[src/rtl/edid_reader.sv]
// rtl/edid_reader.sv - DDC/EDID I2C master: reads a byte block from responder 0x50 and strobes it out
// Define EDID_READER_CHKSUM_EN to build the per-128-byte block checksum check behind chksum_err.

module edid_reader #(
  parameter int CLK_DIV = 125
) (
  input  logic       clk,
  input  logic       rst,
  input  logic       start,
  input  logic [7:0] word_addr,
  input  logic [7:0] byte_count,
  output logic       busy,
  output logic       done,
  output logic       ack_err,
  output logic [7:0] rd_data,
  output logic       rd_valid,
  output logic       scl_oe,
  output logic       sda_oe,
  input  logic       sda_i,
  output logic       chksum_err
);

  localparam logic [9:0] CNT_MAX = 10'(CLK_DIV - 1);

  // Order matters: each data/read state is immediately followed by its acknowledge slot.
  typedef enum logic [3:0] {
    S_IDLE, S_START, S_ADDR_W, S_ACK1, S_WADDR, S_ACK2, S_RSTART,
    S_ADDR_R, S_ACK3, S_READ, S_MACK, S_STOP
  } state_t;

  state_t      state_q, state_d;
  logic [9:0]  cnt_q, cnt_d;
  logic [1:0]  q_q, q_d;
  logic [2:0]  bit_q, bit_d;
  logic [7:0]  shift_q, shift_d;
  logic        samp_q, samp_d;
  logic [8:0]  rem_q, rem_d;
  logic [7:0]  addr_q, addr_d;
  logic        ack_err_q, ack_err_d;
  logic        done_q, done_d;
  logic        rd_valid_q, rd_valid_d;
  logic [7:0]  rd_data_q, rd_data_d;
  logic        tick;
  logic        accept;
  logic        scl_low;

  assign tick     = (state_q != S_IDLE) && (cnt_q == CNT_MAX);
  assign accept   = start && (state_q == S_IDLE) && !done_q;
  assign scl_low  = (q_q == 2'd0) || (q_q == 2'd3);
  assign busy     = (state_q != S_IDLE);
  assign done     = done_q;
  assign ack_err  = ack_err_q;
  assign rd_data  = rd_data_q;
  assign rd_valid = rd_valid_q;

  always_ff @(posedge clk) begin
    if (rst) begin
      state_q    <= S_IDLE;
      cnt_q      <= '0;
      q_q        <= '0;
      bit_q      <= '0;
      shift_q    <= '0;
      samp_q     <= 1'b0;
      rem_q      <= '0;
      addr_q     <= '0;
      ack_err_q  <= 1'b0;
      done_q     <= 1'b0;
      rd_valid_q <= 1'b0;
      rd_data_q  <= '0;
    end else begin
      state_q    <= state_d;
      cnt_q      <= cnt_d;
      q_q        <= q_d;
      bit_q      <= bit_d;
      shift_q    <= shift_d;
      samp_q     <= samp_d;
      rem_q      <= rem_d;
      addr_q     <= addr_d;
      ack_err_q  <= ack_err_d;
      done_q     <= done_d;
      rd_valid_q <= rd_valid_d;
      rd_data_q  <= rd_data_d;
    end
  end

  always_comb begin
    state_d    = state_q;
    cnt_d      = cnt_q;
    q_d        = q_q;
    bit_d      = bit_q;
    shift_d    = shift_q;
    samp_d     = samp_q;
    rem_d      = rem_q;
    addr_d     = addr_q;
    ack_err_d  = ack_err_q;
    done_d     = 1'b0;
    rd_valid_d = 1'b0;
    rd_data_d  = rd_data_q;

    if (state_q == S_IDLE) begin
      cnt_d = '0;
      q_d   = '0;
      if (accept) begin
        state_d   = S_START;
        addr_d    = word_addr;
        rem_d     = (byte_count == 8'd0) ? 9'd256 : {1'b0, byte_count};
        ack_err_d = 1'b0;
      end
    end else begin
      cnt_d = tick ? 10'd0 : cnt_q + 10'd1;
      if (tick) q_d = q_q + 2'd1;
    end

    // SCL is high during Q2, so every bus sample is taken at its closing tick.
    if (tick && q_q == 2'd2) begin
      samp_d = sda_i;
      if (state_q == S_READ) begin
        shift_d = {shift_q[6:0], sda_i};
        if (bit_q == 3'd7) begin
          rd_valid_d = 1'b1;
          rd_data_d  = {shift_q[6:0], sda_i};
          rem_d      = rem_q - 9'd1;
        end
      end
    end

    // STOP is two quarters long; SDA rises as the FSM lands in IDLE.
    if (tick && q_q == 2'd1 && state_q == S_STOP) begin
      state_d = S_IDLE;
      q_d     = '0;
      done_d  = 1'b1;
    end

    if (tick && q_q == 2'd3) begin
      case (state_q)
        S_START: begin
          state_d = S_ADDR_W;
          shift_d = 8'hA0;
          bit_d   = '0;
        end
        S_ADDR_W, S_WADDR, S_ADDR_R, S_READ: begin
          if (bit_q == 3'd7) state_d = state_t'(state_q + 4'd1);
          else               bit_d   = bit_q + 3'd1;
          if (state_q != S_READ) shift_d = {shift_q[6:0], 1'b0};
        end
        S_ACK1: begin
          if (samp_q) begin
            ack_err_d = 1'b1;
            state_d   = S_STOP;
          end else begin
            state_d = S_WADDR;
            shift_d = addr_q;
            bit_d   = '0;
          end
        end
        S_ACK2: begin
          if (samp_q) begin
            ack_err_d = 1'b1;
            state_d   = S_STOP;
          end else begin
            state_d = S_RSTART;
          end
        end
        S_RSTART: begin
          state_d = S_ADDR_R;
          shift_d = 8'hA1;
          bit_d   = '0;
        end
        S_ACK3: begin
          if (samp_q) begin
            ack_err_d = 1'b1;
            state_d   = S_STOP;
          end else begin
            state_d = S_READ;
            bit_d   = '0;
          end
        end
        S_MACK: begin
          if (rem_q != 9'd0) begin
            state_d = S_READ;
            bit_d   = '0;
          end else begin
            state_d = S_STOP;
          end
        end
        default: ;
      endcase
    end
  end

  always_comb begin
    scl_oe = 1'b0;
    sda_oe = 1'b0;
    case (state_q)
      S_START: begin
        scl_oe = (q_q == 2'd3);
        sda_oe = (q_q != 2'd0);
      end
      S_ADDR_W, S_WADDR, S_ADDR_R: begin
        scl_oe = scl_low;
        sda_oe = ~shift_q[7];
      end
      S_ACK1, S_ACK2, S_ACK3, S_READ: scl_oe = scl_low;
      S_MACK: begin
        scl_oe = scl_low;
        sda_oe = (rem_q != 9'd0);
      end
      // Release SDA while SCL is low, then drop it during the high phase.
      S_RSTART: begin
        scl_oe = scl_low;
        sda_oe = q_q[1];
      end
      S_STOP: begin
        scl_oe = (q_q == 2'd0);
        sda_oe = 1'b1;
      end
      default: ;
    endcase
  end

`ifdef EDID_READER_CHKSUM_EN
  logic [7:0] sum_q, sum_d, sum_nx;
  logic [6:0] blk_q, blk_d;
  logic       chk_q, chk_d;

  // Each EDID block of 128 bytes must sum to zero modulo 256.
  always_comb begin
    sum_nx = sum_q + rd_data_q;
    sum_d  = sum_q;
    blk_d  = blk_q;
    chk_d  = chk_q;
    if (accept) begin
      sum_d = '0;
      blk_d = '0;
      chk_d = 1'b0;
    end else if (rd_valid_q) begin
      blk_d = blk_q + 7'd1;
      if (blk_q == 7'd127) begin
        sum_d = '0;
        if (sum_nx != 8'd0) chk_d = 1'b1;
      end else begin
        sum_d = sum_nx;
      end
    end
  end

  always_ff @(posedge clk) begin
    if (rst) begin
      sum_q <= '0;
      blk_q <= '0;
      chk_q <= 1'b0;
    end else begin
      sum_q <= sum_d;
      blk_q <= blk_d;
      chk_q <= chk_d;
    end
  end

  assign chksum_err = chk_q;
`else
  assign chksum_err = 1'b0;
`endif

endmodule

[config.mk]
export PLATFORM = sky130hd
export DESIGN_NAME = edid_reader
export DESIGN_NICKNAME = d
export VERILOG_FILES = /design/src/rtl/edid_reader.sv
export SDC_FILE = /design/constraint.sdc
export NUM_CORES = 1
export LEC_CHECK = 0
export ABC_AREA = 0
export BUFFER_PORTS_ARGS = -buffer_cell sky130_fd_sc_hd__buf_2
export CAP_MARGIN = 5
export CORE_ASPECT_RATIO = 0.8
export CORE_MARGIN = 4
export CORE_UTILIZATION = 53
export CTS_CLUSTER_DIAMETER = 40
export CTS_CLUSTER_SIZE = 40
export DETAILED_ROUTE_END_ITERATION = 8
export PLACE_DENSITY = 0.81
export REMOVE_ABC_BUFFERS = 1
export SLEW_MARGIN = 20
export SYNTH_ARGS = -nofsm -noshare
export SYNTH_HDL_FRONTEND = slang
export SYNTH_SLANG_ARGS = --single-unit
[constraint.sdc]
create_clock -name clk -period 2.2 [get_ports clk]
set_input_delay 0.33 -clock clk [delete_from_list [all_inputs] [get_ports clk]]
set_output_delay 0.33 -clock clk [all_outputs]
set_load 0.02 [all_outputs]
# [Yosys cells after proc, flatten, opt, wreduce, memory -nomap -nowiden]
# Index checks and enable logic that the tools add are counted.
[word_totals] ff_bits=56 in_bits=20 output_inout_bits=15 word_cells=103
[op_classes] n_addsub=5 eq_ne=20 n_mux=35 bitwise_logic=3 n_reduce_logical=28
[ops] cell="$mux W9" n=6
[ops] cell="$mux W8" n=5
[ops] cell="$pmux W8 S4" n=1
[ops] cell="$mux W4" n=7
[ops] cell="$pmux W4 S7" n=1
[ops] cell="$eq A4 B3 Y1 const B" n=4
[ops] cell="$eq A4 B4 Y1 const B" n=4
[ops] cell="$reduce_or A3 Y1" n=5
[ops] cell="$pmux W3 S4" n=1
[ops] cell="$add A10 B1 Y10 const B" n=1
[ops] cell="$eq A10 B7 Y1 const B" n=1
[ops] cell="$mux W3" n=3
[ops] cell="$reduce_bool A9 Y1" n=1
[ops] cell="$reduce_or A9 Y1" n=1
[ops] cell="$sub A9 B1 Y9 const B" n=1
[ops] cell="$eq A4 B2 Y1 const B" n=2
[ops] cell="$logic_not A8 Y1" n=1
[ops] cell="$reduce_bool A4 Y1" n=2
[ops] cell="$logic_and A1 B1 Y1" n=7
[ops] cell="$mux W1" n=7
[ops] cell="$ne A2 B2 Y1 const B" n=3
[ops] cell="$pmux W1 S5" n=1
[ops] cell="$reduce_and A5 Y1" n=1
[ops] cell="$add A4 B1 Y4 const B" n=1
[ops] cell="19 further kinds" n=24

# [Depth between registers and ports, before layout]
[depth] ltp_word=9 ltp_mapped=10 depth_no_buf=8

# [Worst setup path before layout]
# Ideal clock, no wire load.
[synth_path] path_kind="register -> register" startpoint="reg state_q[0]" endpoint="reg bit_q[0]" setup_time_ps=123 arrival_ps=2015 required_time_ps=2077 setup_slack_ps=62 stages_incl_launch_ff=9 path_buffers=0 period_less_slack_ps=2138 cell_sequence="dfxtp_1 > inv_1 > ha_1 > nor3b_4 > inv_2 > nand4_1 > nor3_1 > and4_1 > mux2_1"
[synth_between] elab_chain_len=4 elab_cells_between_ends=21 classes_between="12 x eq/ne; 1 x mux; 8 x reduce/logical"
[synth_lines] item="start, declared" line="31" rtl="state_t state_q, state_d;"
[synth_lines] item="start signal, assigned" line="71" rtl="state_q <= state_d;"
[synth_lines] item="$reduce_bool A4 Y1"
[synth_lines] item="named net busy" line="12" rtl="output logic busy,"
[synth_lines] item="$logic_and A1 B1 Y1" line="47" rtl="assign tick = (state_q != S_IDLE) && (cnt_q == CNT_MAX);"
[synth_lines] item="$logic_and A1 B1 Y1" line="134" rtl="if (tick && q_q == 2'd3) begin"
[synth_lines] item="$reduce_and A5 Y1 (no line)"
[synth_lines] item="end signal, assigned" line="74" rtl="bit_q <= bit_d;"
[synth_lines] item="end, declared" line="34" rtl="logic [2:0] bit_q, bit_d;"
# The timed path passes the listed nets, and every way through them passes these cells.
# A chain may end at the register's enable or synchronous reset.

# [Worst setup path in the final report]
[layout_path] startpoint="reg rem_q[1]" endpoint="out sda_oe"
[layout_between] elab_chain_len=2
[layout_lines] item="start, declared" line="37" rtl="logic [8:0] rem_q, rem_d;"
[layout_lines] item="start signal, assigned" line="77" rtl="rem_q <= rem_d;"
[layout_lines] item="$reduce_bool A9 Y1" line="206" rtl="sda_oe = (rem_q != 9'd0);"
[layout_lines] item="$pmux W1 S5" line="194" rtl="case (state_q)"
[layout_lines] item="end, declared" line="18" rtl="output logic sda_oe,"
# Every way passes these cells.

==> impl_metrics.ini <==
[power_and_ir_drop]
max-vdd-ir-drop_v = 0.0003632
p_leak_uw = 0.001443
powerDensity_mw_per_mm2 = 479.0

[sta]
finalCritPeriodShare_pct = 97.91
hold_viol = 0
fin_worst_skew_ns = 0.01095
hold_slack_ns = 0.2386
drv_slew = 0
fmax_ghz = 0.4642
final.setup.worst_slack_ns = 0.04596
setup_viol = 0
layout_min_cycle_time_ns = 2.154
slew_headroom_pct = 46.99
worstMarginPinSlew_ns = 0.7879

[synth]
yosysWarnings = 0
synth_top_cell_by_area = dfxtp_1
ys_top_cells_by_area = dfxtp_1 34%, mux2i_1 5.5%, ha_1 5.0%
postSynth.asyncResetShare_pct = 0
synth_enable_flop_cells = 0
ys_seq_area_share_pct = 34.30
synth_top_cell_area_share_pct = 34.30
synth_cell_types = 68
synthFlopType = dfxtp_1
synth_most_common_cell = dfxtp_1
ys_seq_elements = 56
syn_inst = 394
synth_common_cells = 56 x dfxtp_1, 35 x nand2_1, 31 x nor2_1
synth.avg_cell_area_um2 = 8.295
syn_area_mm2 = 0.003268

[run_status]
run_status = finished clean

[global_routing]
track_usage_pct = 24.33
grt-ovfl-total = 0
grt_max_degree = 24
grt_pass1_vias = 2991
grt_first_pass_wirelength_um = 14560
grt_antenna_before_repair = 0

[finish]
diodes = 0
area_growth_pct = 21.59
nFillCells = 517
nets = 479
fin_util_pct = 66.86
drive_above_1_share_pct = 27.07
final_cells = 528

[clocking]
cts_tree = built
cts_root_buf = clkbuf_8
cts_max_path_buffers = 2
cts.htree.levels = 2
clock_latency_ns = 0.32
clkTransAtPathRegs_ns = 0.11
cts_buffers = 5
hold_buffers = 0
cts.sinks = 56

[drt]
wirelength_um = 8900
drc = 0
drt-wirelength-per-cell_um = 16.86
drt-initial-drc-count = 289
viasPerCell = 6.068
vias = 3204
ant_nets = 0
drtPass1Iterations = 5

[critical_path]
cp_max_fo = 2
critPathCaptureType = output pin
critical_path_required_ns = 1.87
critPathLaunchType = flip-flop
crit_type = flip-flop to output pin
crit_arrival_ns = 1.82

[place]
port-buffer-count = 33
placed_cells = 516
gp_congestion = 0.8936
dp_slack_ns = -0.01721
place_hpwl_um = 6480

[min_path]
hp-class = primary input to flip-flop

[flow_run]
maxCapViolCount = 0

[floorplan]
dieWidth_um = 95.80
start_util_pct = 54.99
num_rows = 25
die_h_um = 78.24
die_area_mm2 = 0.007495
io_pins = 35
core_mm2 = 0.005943
-- cell families (layout without fill, tap and decap cells) --
kind of cell,after synthesis,count (layout),share of synthesized area (%)
muxes,22,22,6.891
DFF,56,56,34.30
buffers and inverters,45,98,6.202
and+or+nand+nor,145,145,23.74
adders and majority gates,13,13,4.977
xor gates and xnor gates,8,8,2.144
other,1,1,0.1147
AOI/OAI and AO/OA,104,104,21.63
-- registers in the layout, indices dropped and copies added, names as in the netlist --
| name | cells |
|---|---|
| shift_q | 8 |
| rd_data | 8 |
| ack_err | 1 |
| bit_q | 3 |
| addr_q | 8 |
| cnt_q | 10 |
| state_q | 4 |
| samp_q | 1 |
| rd_valid | 1 |
| rem_q | 9 |
| q_q | 2 |
| done | 1 |
-- routing by layer --
layer	vias to the layer above	part of all wire, %	GRT usage, %
met5	-	0	0
met4	0	1.4	7.102
met3	19	6.6	3.736
met2	129	46	37.06
met1	1509	46	35.38
li1	1547	-	-
-- what timing repair did --
action	4_1_cts	5_1_grt
setup buffers	0	4
hold endpoints to repair	0	0
pin swaps	1	6
setup endpoints to repair	6	12
gates resized for setup	17	24
-- power by group --
part	leakage, µW	switching, µW	internal (µW)	total (µW)
logic	0.000944	145	105	250
clock network	0.0000423	367	233	600
registers	0.000457	20.2	1030	1050
-- cells in the final DEF, fill, tap and decap left out, types with 5 or more instances in the layout --
cell and n:
a22oi_1 8, a32oi_1 5, o211ai_1 5, o21ai_0 9, nand3_1 15, nor3_1 15
nor2_1 30, mux2i_1 18, nand2_1 35, ha_1 9, inv_2 5, nand4_1 5
clkbuf_8 5, o22ai_1 8, a21oi_1 30, buf_2 32, nor2b_1 6, inv_1 13
a211oi_1 5, dfxtp_1 51, and3_1 5, buf_4 34
-- area by class of cell --
cell class | instances | area, µm² | share of cell area (%)
multi-input cells | 293 | 2062 | 51.89
flip-flops and latches | 56 | 1135 | 28.56
repair buffers | 71 | 506.7 | 12.75
well taps | 81 | 101.3 | 2.550
inverters | 19 | 73.82 | 1.858
clock buffers | 5 | 68.82 | 1.732
clock inverters | 3 | 26.28 | 0.6612
-- worst paths after layout --
kind | start | to | slack, ns | cells past startpoint
max | rem_q[1] | sda_oe | 0.05 | 6
min reg2reg | addr_q[3] | addr_q[3] | 0.47 | 2
max reg2reg | state_q[0] | bit_q[0] | 0.06 | 8
min | word_addr[5] | addr_q[5] | 0.24 | 3
-- per-stage QoR --
stage | setup TNS, ns | area [µm²] | power (µW)
after floorplan | -6.853 | 3137 | 1192
after detailed placement | -0.03429 | 3684 | 1285
after CTS | 0 | 3827 | 1869
after global placement | 0 | 3684 | 1280
final | 0 | 3974 | 1903
after global routing | -0.01950 | 3974 | 1982
-- worst max-delay path: stages, from the launching register on --
cell	delay, ns
dfxtp_4	0.36
inv_2	0.07
ha_4	0.14
or4b_4	0.48
o21ai_4	0.17
a31oi_2	0.11
buf_4	0.17
Power figures use the tool's default switching activity.
